### config.mk
export PLATFORM = sky130hd
export DESIGN_NAME = pin_freq_meter
export DESIGN_NICKNAME = d
export VERILOG_FILES = /design/src/rtl/pin_freq_meter.sv
export SDC_FILE = /design/constraint.sdc
export NUM_CORES = 1
export LEC_CHECK = 0
export ABC_AREA = 1
export BUFFER_PORTS_ARGS = -buffer_cell sky130_fd_sc_hd__buf_4
export CAP_MARGIN = 20
export CORE_MARGIN = 2
export CORE_UTILIZATION = 43
export DETAILED_ROUTE_END_ITERATION = 10
export HOLD_SLACK_MARGIN = 0.03
export PLACE_DENSITY = 0.62
export SLEW_MARGIN = 0
export SYNTH_ARGS = -nofsm -noshare
export SYNTH_HDL_FRONTEND = slang
export SYNTH_SLANG_ARGS = --single-unit
### constraint.sdc
create_clock -name clk -period 4 [get_ports clk]
set_clock_uncertainty 0.1 [all_clocks]
set_input_delay 0.8 -clock clk [delete_from_list [all_inputs] [get_ports clk]]
set_output_delay 0.8 -clock clk [all_outputs]
set_load 0.1 [all_outputs]
### src/rtl/pin_freq_meter.sv
// Input-capture peripheral: measures period, high time and rising-edge count
// of a square wave on meas_pin, in clk cycles, with timeout and interrupt.
module pin_freq_meter #(
    parameter int          ADDRWIDTH = 5,
    parameter logic [31:0] HW_VER    = 32'h0000_0001
) (
    input  logic                 clk,
    input  logic                 rst_n,
    input  logic                 rd,
    input  logic [ADDRWIDTH-1:0] raddr,
    output logic [31:0]          rdata,
    input  logic                 wr,
    input  logic [ADDRWIDTH-1:0] waddr,
    input  logic [31:0]          wdata,
    input  logic                 meas_pin,
    output logic                 irq
);

    localparam logic [ADDRWIDTH-1:0] A_VER     = ADDRWIDTH'(8'h00);
    localparam logic [ADDRWIDTH-1:0] A_CTRL    = ADDRWIDTH'(8'h04);
    localparam logic [ADDRWIDTH-1:0] A_PERIOD  = ADDRWIDTH'(8'h08);
    localparam logic [ADDRWIDTH-1:0] A_HIGH    = ADDRWIDTH'(8'h0C);
    localparam logic [ADDRWIDTH-1:0] A_EDGE    = ADDRWIDTH'(8'h10);
    localparam logic [ADDRWIDTH-1:0] A_TIMEOUT = ADDRWIDTH'(8'h14);
    localparam logic [ADDRWIDTH-1:0] A_STATUS  = ADDRWIDTH'(8'h18);
    localparam logic [ADDRWIDTH-1:0] A_CLR     = ADDRWIDTH'(8'h1C);

    typedef enum logic [1:0] {
        IDLE       = 2'd0,
        WAIT_FIRST = 2'd1,
        MEASURE    = 2'd2
    } state_t;

    // Counters stick at all-ones instead of wrapping.
    function automatic logic [31:0] sat_inc(input logic [31:0] v);
        return (v == 32'hFFFF_FFFF) ? v : v + 32'd1;
    endfunction

    state_t      state, state_nxt;
    logic [2:0]  ctrl;
    logic [31:0] timeout_tar;
    logic        clr_pulse;

    logic [31:0] pcnt, pcnt_nxt;
    logic [31:0] hcnt, hcnt_nxt;
    logic [31:0] period, period_nxt;
    logic [31:0] high, high_nxt;
    logic [31:0] edge_cnt, edge_nxt;
    logic        valid, valid_nxt;
    logic        timeout, timeout_nxt;
    logic        overrun, overrun_nxt;
    logic        new_flag, new_nxt;

    logic        meas_p0, meas_p1, lvl_p2;
    logic        lvl, rise;
    logic        en, rd_period, tmo_hit;
    logic [32:0] pcnt_p1;

    assign en        = ctrl[0];
    assign lvl       = meas_p1 ^ ctrl[1];
    assign rise      = lvl & ~lvl_p2;
    assign rd_period = rd && (raddr == A_PERIOD);
    assign pcnt_p1   = {1'b0, pcnt} + 33'd1;
    assign tmo_hit   = (timeout_tar != 32'd0) && (pcnt_p1 >= {1'b0, timeout_tar});

    // Synchronize the pin, apply optional inversion, keep one delayed copy for edge detect.
    always_ff @(posedge clk or negedge rst_n) begin
        if (!rst_n) begin
            meas_p0 <= 1'b0;
            meas_p1 <= 1'b0;
            lvl_p2  <= 1'b0;
        end else begin
            meas_p0 <= meas_pin;
            meas_p1 <= meas_p0;
            lvl_p2  <= lvl;
        end
    end

    // CPU-writable configuration and the one-cycle clear pulse.
    always_ff @(posedge clk or negedge rst_n) begin
        if (!rst_n) begin
            ctrl        <= 3'd0;
            timeout_tar <= 32'd0;
            clr_pulse   <= 1'b0;
        end else begin
            clr_pulse <= wr && (waddr == A_CLR) && wdata[0];
            if (wr && (waddr == A_CTRL))
                ctrl <= wdata[2:0];
            if (wr && (waddr == A_TIMEOUT))
                timeout_tar <= wdata;
        end
    end

    // Measurement state register and capture results.
    always_ff @(posedge clk or negedge rst_n) begin
        if (!rst_n) begin
            state    <= IDLE;
            pcnt     <= 32'd0;
            hcnt     <= 32'd0;
            period   <= 32'd0;
            high     <= 32'd0;
            edge_cnt <= 32'd0;
            valid    <= 1'b0;
            timeout  <= 1'b0;
            overrun  <= 1'b0;
            new_flag <= 1'b0;
        end else begin
            state    <= state_nxt;
            pcnt     <= pcnt_nxt;
            hcnt     <= hcnt_nxt;
            period   <= period_nxt;
            high     <= high_nxt;
            edge_cnt <= edge_nxt;
            valid    <= valid_nxt;
            timeout  <= timeout_nxt;
            overrun  <= overrun_nxt;
            new_flag <= new_nxt;
        end
    end

    // Next state: clear beats disable, disable beats capture, capture beats timeout.
    always_comb begin
        state_nxt   = state;
        pcnt_nxt    = pcnt;
        hcnt_nxt    = hcnt;
        period_nxt  = period;
        high_nxt    = high;
        edge_nxt    = edge_cnt;
        valid_nxt   = valid;
        timeout_nxt = timeout;
        overrun_nxt = overrun;
        new_nxt     = rd_period ? 1'b0 : new_flag;

        if (clr_pulse) begin
            pcnt_nxt    = 32'd0;
            hcnt_nxt    = 32'd0;
            period_nxt  = 32'd0;
            high_nxt    = 32'd0;
            edge_nxt    = 32'd0;
            valid_nxt   = 1'b0;
            timeout_nxt = 1'b0;
            overrun_nxt = 1'b0;
            new_nxt     = 1'b0;
            state_nxt   = en ? WAIT_FIRST : IDLE;
        end else if (!en) begin
            state_nxt = IDLE;
            pcnt_nxt  = 32'd0;
            hcnt_nxt  = 32'd0;
        end else begin
            case (state)
                IDLE: begin
                    pcnt_nxt  = 32'd0;
                    hcnt_nxt  = 32'd0;
                    state_nxt = WAIT_FIRST;
                end
                WAIT_FIRST: begin
                    if (rise) begin
                        pcnt_nxt  = 32'd0;
                        hcnt_nxt  = 32'd1;
                        edge_nxt  = sat_inc(edge_cnt);
                        state_nxt = MEASURE;
                    end
                end
                MEASURE: begin
                    if (rise) begin
                        period_nxt  = sat_inc(pcnt);
                        high_nxt    = hcnt;
                        valid_nxt   = 1'b1;
                        new_nxt     = 1'b1;
                        overrun_nxt = overrun | new_flag;
                        edge_nxt    = sat_inc(edge_cnt);
                        pcnt_nxt    = 32'd0;
                        hcnt_nxt    = 32'd1;
                    end else if (tmo_hit) begin
                        timeout_nxt = 1'b1;
                        valid_nxt   = 1'b0;
                        state_nxt   = WAIT_FIRST;
                    end else begin
                        pcnt_nxt = sat_inc(pcnt);
                        if (lvl)
                            hcnt_nxt = sat_inc(hcnt);
                    end
                end
                default: state_nxt = IDLE;
            endcase
        end
    end

    // Registered read port; holds its value between reads.
    always_ff @(posedge clk or negedge rst_n) begin
        if (!rst_n) begin
            rdata <= 32'd0;
        end else if (rd) begin
            case (raddr)
                A_VER:     rdata <= HW_VER;
                A_CTRL:    rdata <= {29'd0, ctrl};
                A_PERIOD:  rdata <= period;
                A_HIGH:    rdata <= high;
                A_EDGE:    rdata <= edge_cnt;
                A_TIMEOUT: rdata <= timeout_tar;
                A_STATUS:  rdata <= {28'd0, new_flag, overrun, timeout, valid};
                default:   rdata <= 32'd0;
            endcase
        end
    end

    // Level interrupt, one cycle behind the flags that drive it.
    always_ff @(posedge clk or negedge rst_n) begin
        if (!rst_n)
            irq <= 1'b0;
        else
            irq <= ctrl[2] & (new_flag | timeout);
    end

endmodule

## Word-level counts from Yosys, hierarchy flattened

Index checks and enable logic that the tools add are counted.

| cells by class | value |
|---|---|
| muxes and demuxes | 55 |
| add/sub/neg operators | 4 |
| $lt $le $gt $ge | 1 |
| reductions and logical operators | 23 |
| bitwise logic cells | 6 |
| eq/ne operators | 23 |

Operator list:

| kind | count |
|---|---|
| 32-bit 2-to-1 mux | 26 |
| 32-bit one-hot mux with 7 select lines | 1 |
| 32-bit one-hot mux with 3 select lines | 2 |
| 32-bit by 1-bit adder with 32-bit output (second input constant) | 3 |
| 32-bit equality test (second input constant) | 3 |
| 32-bit by 1-bit adder with 33-bit output (second input constant) | 1 |
| 33-bit by 32-bit >= comparator with 1-bit output | 1 |
| 32-bit nonzero test | 1 |
| 5-bit equality test (second input constant) | 5 |
| 1-bit 2-to-1 mux | 20 |
| 5-bit inequality test (second input constant) | 3 |
| 4-bit inequality test (second input constant) | 3 |
| 3-bit AND reduction | 4 |
| 5-bit by 3-bit equality test with 1-bit output (second input constant) | 2 |
| 5-bit by 4-bit equality test with 1-bit output (second input constant) | 2 |
| 2-bit 2-to-1 mux | 5 |
| 2-bit nonzero test | 5 |
| 4-bit AND reduction | 2 |
| 1-bit logical AND | 6 |
| 2-bit one-hot mux with 3 select lines | 1 |
| 5-bit zero test | 1 |
| 5-bit by 1-bit inequality test with 1-bit output (second input constant) | 1 |
| 5-bit AND reduction | 1 |
| 2-bit inequality test (second input constant) | 2 |
| other kinds (9) | 11 |

| storage, ports and cells | value |
|---|---|
| logic and storage cells | 130 |
| output and inout bits | 33 |
| register bits after elaboration | 238 |
| input bits | 47 |

## Depth between registers and ports, before layout

| logic depth | value |
|---|---|
| depth after elaboration | 8 |
| gate-level depth with buffers | 29 |
| depth with buffers taken out | 28 |

## Least setup slack after synthesis

OpenSTA, ideal clock, no wires.

| timing | value |
|---|---|
| kind | register -> register |
| start point | register pcnt[0] |
| end point | register pcnt[24] |
| path slack | 0.724 ns |
| cell stages (with the launch flop) | 29 |
| clock period less this slack | 3.276 ns |
| library setup time | 0.118 ns |
| required time | 3.782 ns |
| buffers on the path | 2 |
| data arrival time | 3.059 ns |
| cell sequence | dfrtp_1 -> ha_1 -> nand2_1 -> nor2_2 -> nand2_2 -> nor2_1 -> nand3_1 -> nor2_2 -> nand3_1 -> o21ai_0 -> nand2_1 -> ha_1 -> nand2_1 -> nor2_1 -> nand2_1 -> nor2_1 -> nand3_1 -> nand2_1 -> nand2_1 -> nand2_1 -> nor2_1 -> nand2_2 -> nand3_2 -> nand2_2 -> nand2_2 -> buf_6 -> buf_6 -> nand3b_1 -> nand2_1 |

| on the way | value |
|---|---|
| word-level cells in the longest chain between the ends | 7 |
| elaborated cells on any way between the ends | 13 |
| those cells by class | add/sub: 2; order compare: 1; eq/ne: 2; mux: 6; reduce/logical: 2 |

RTL lines:

| item | line | source |
|---|---|---|
| start, declared | 44 | `logic [31:0] pcnt, pcnt_nxt;` |
| start signal, assigned | 109 | `pcnt <= pcnt_nxt;` |
| parallel branches: the longest is 7 deep, another holds 32-bit by 1-bit adder with 33-bit output | n/a |  |

Several ways; the timed one is not identified. The select of a mux whose other input is x is not followed.
A chain may end at the register's enable or synchronous reset.

## Worst setup path after layout

| timing | value |
|---|---|
| start point | register pcnt[4] |
| end point | register hcnt[13] |

| on the way | value |
|---|---|
| word-level cells in the longest chain between the ends | 5 |

RTL lines:

| item | line | source |
|---|---|---|
| 32-bit by 1-bit adder with 33-bit output | 63 | `assign pcnt_p1 = {1'b0, pcnt} + 33'd1;` |
| 33-bit by 32-bit >= comparator with 1-bit output | 64 | `assign tmo_hit = (timeout_tar != 32'd0) && (pcnt_p1 >= {1'b0, timeout_tar});` |
| 1-bit logical AND | 64 |  |
| 5-bit inequality test (no source line) | n/a |  |
| 5-bit AND reduction (no source line) | n/a |  |
| end signal, assigned | 110 | `hcnt <= hcnt_nxt;` |
| end, declared | 45 | `logic [31:0] hcnt, hcnt_nxt;` |

Every way passes these cells.

==> run summary <==
Post-cts hold buffer count: 0
Internal cell power: 4180 µW
Max Freq: 278 MHz
Setup-failing EPs final: 0
Area Overhead vs Synth: 14.2%
Final Max Slew Viols: 0
Largest net degree at the start of global routing: 94
Most used DFF post-synth: dfrtp_1
Layout fillers: 3133
Worst-skew pair later-pin latency: 0.55 ns
Placer Congestion: 0.940
Crit-path slowest cell: dfrtp_1
Setup TNS: 0 ns
Antenna viol nets, final: 0
First-pass GRT wire length: 70300 µm
CTS tree: built
Slew headroom: 45.9%
Gate power share: 12.2%
Fin crit period: 3.60 ns
Die area: 0.0334 mm²
Area leader, netlist: dfrtp_1
DRC: 0
# Max-Cap Violations: 0
Status: completed
Worst-Margin Slew: 0.811 ns
Sink Count: 238
Startpoint types: register
Req. time, crit path: 4.33 ns
Most frequent cell after synthesis: nand2_1
Tcrit/Tclk final: 90.0%
Sw frac: 28.0%
Clk buf depth: 3
Row count: 65
Slowest stage delay, CP: 0.38 ns
Ys Warns: 0
Syn Inst Count: 1827
Crit path buf inv count: 2
CP Cell Sequence: nand2_1 -> nor3_1 -> nand2_2 -> nor4_1 -> nand2_1 -> xor2_1 -> inv_1 -> ha_1 -> nand2_1 -> nor2_1 -> nand2_1 -> nor2_1 -> nand3_1 -> nand2_1 -> nand2_1 -> nand2_1 -> nor2_1 -> nand2_2 -> nand3_2 -> nand2_2 -> nand2_2 -> buf_6 -> nand4_1 -> nand2_1
Root buffer cell: clkbuf_16
IO Port Bufs: 79
Final net count: 1978
Largest cells by area after synthesis: dfrtp_1 (43%), nand2_1 (12%), inv_1 (6.0%)
HPWL after DPL: 33000 µm
Average size of a mapped cell: 7.52 µm²
Clk pwr share: 43.6%
Initial antenna violation count: 0
Netlist Area Pre-Place: 0.0137 mm²
CP dominant cell by count: nand2_1
Async set-reset flop share out of synthesis: 100%
Die Span Y: 183 µm
IO Count: 80
PwrDens: 370 mW/mm²
Non-filler cells, final: 2315
Reg clk slew, reported paths: 0.06 ns
Worst hold slack: 0.172 ns
Avg WL per Cell: 19.4 µm
Hold Path Class: in2async
H-tree depth: 1
Total GRT Usage: 26.9%
Share of layout cells above drive strength 1: 10.0%
Antenna cells: 0
1st-iter DRT viols: 1361
Vias per cell: 5.61
PnR Total Power: 5810 µW
Synth Register Bits: 238
CP Class: reg2reg
Syn nets: 1913
Largest delay share family, worst path: simple AND/OR/NAND/NOR gates
DRT Pass-1 Iters: 6
Core area: 0.0315 mm²
Crit path max fanout: 32
Worst Path Arrival: 3.93 ns
Initial core utilization: 43.6%
Seq/Total Area, Yosys: 43.4%
Leak: 0.00723 µW
Num CTS Buffers: 28
Distinct cell type count after synthesis: 43
Switch Pwr: 1620 µW
Top cell type's share of synthesized area: 43.4%
Peak supply drop: 0.339 mV
Grt ovf: 0
Most instantiated cells after synthesis: nand2_1 (456), dfrtp_1 (238), inv_1 (219)
RSZ-0062 raised after global routing: false
Final hold vios: 0
Crit path capture type: register
Chip width: 183 µm
Via count: 13000
Reg power frac: 44.2%
Setup WS pre-CTS: 0.204 ns
Fin worst setup slack: 0.398 ns
Post-synth EDFFs: 0
Placed cell count: 2261
WL final: 44900 µm
Vias in the first global route: 12200
through the flow:
stage          area, µm²  util, %
2_1_floorplan      13700        -
3_3_place_gp       14700     46.8
3_5_place_dp       14700     46.8
4_1_cts            15600     49.7
5_1_grt            15700     49.8
6_report           15700     49.8
area by class of cell:
class	instances	area, µm²	area share (%)
inverter	225	845	5.39
tap	402	503	3.21
multi-input combinational	1290	6600	42.1
timing repair buffer	109	871	5.55
clock inverter	8	70.1	0.447
clock buffer	43	838	5.35
sequential	238	5960	38.0
timing repair:
item                       4_1_cts  5_1_grt
gates resized for setup          0        9
setup endpoints to repair        0       66
setup buffers                    0        3
power groups by stage:
stage	Combinational (µW)	Sequential, µW	Clock, µW
4_1_cts	704	2560	2570
5_1_grt	776	2570	2670
6_report	711	2560	2530
2_1_floorplan	353	2650	0
3_5_place_dp	703	2610	0
3_3_place_gp	693	2600	0
cells by family (layout without fill, tap and decap cells):
logic type,count (synthesis),in the layout,synth area share (%)
AOI/OAI and AO/OA,279,279,11.7
xor gates and xnor gates,61,61,3.89
adders and majority gates,39,39,3.55
buffers and inverters,299,385,8.83
DFF,238,238,43.4
and+or+nand+nor,911,911,28.7
state kept, by name, indices dropped and copies added (netlist names), 2 cells and up:
name,count
edge_cnt,32
hcnt,32
ctrl,3
period,32
pcnt,32
state,2
rdata,32
timeout_tar,32
high,32
worst paths after layout:
kind,startpoint,endpoint,slack (ns),depth (start not counted)
min reg2reg,meas_p0,meas_p1,0.25,0
max in group asynchronous,rst_n,ctrl[1],2.66,2
min in group clk,meas_p0,meas_p1,0.25,0
min,rst_n,rdata[29],0.17,1
max,pcnt[4],hcnt[13],0.40,24
max reg2reg,pcnt[4],hcnt[13],0.40,24
routing by layer:
| metal | global-route usage (%) | vias to the layer above | part of all wire (%) |
|---|---|---|---|
| met5 | 0 | - | 0 |
| met4 | 8.00 | 0 | 3.1 |
| met3 | 3.81 | 69 | 6.9 |
| met2 | 41.4 | 512 | 44 |
| met1 | 39.5 | 6241 | 46 |
| li1 | - | 6157 | - |
layout by cell type, fill, tap and decap left out, types with 8 or more instances in the layout:
cell type and instances:
buf_4 103, o22ai_1 85, o31ai_1 17, nand4_1 69
nand2_1 454, dfrtp_1 237, nand2_2 12, clkbuf_16 29
xor2_1 43, o21ai_0 103, nor4_1 21, xnor2_1 18
ha_1 39, nand3_1 66, inv_1 219, clkbuf_1 8
nor2_1 207, a21oi_1 55, nand3b_1 8, nor3_1 50
Note: power is estimated with default switching activity, not from simulation.
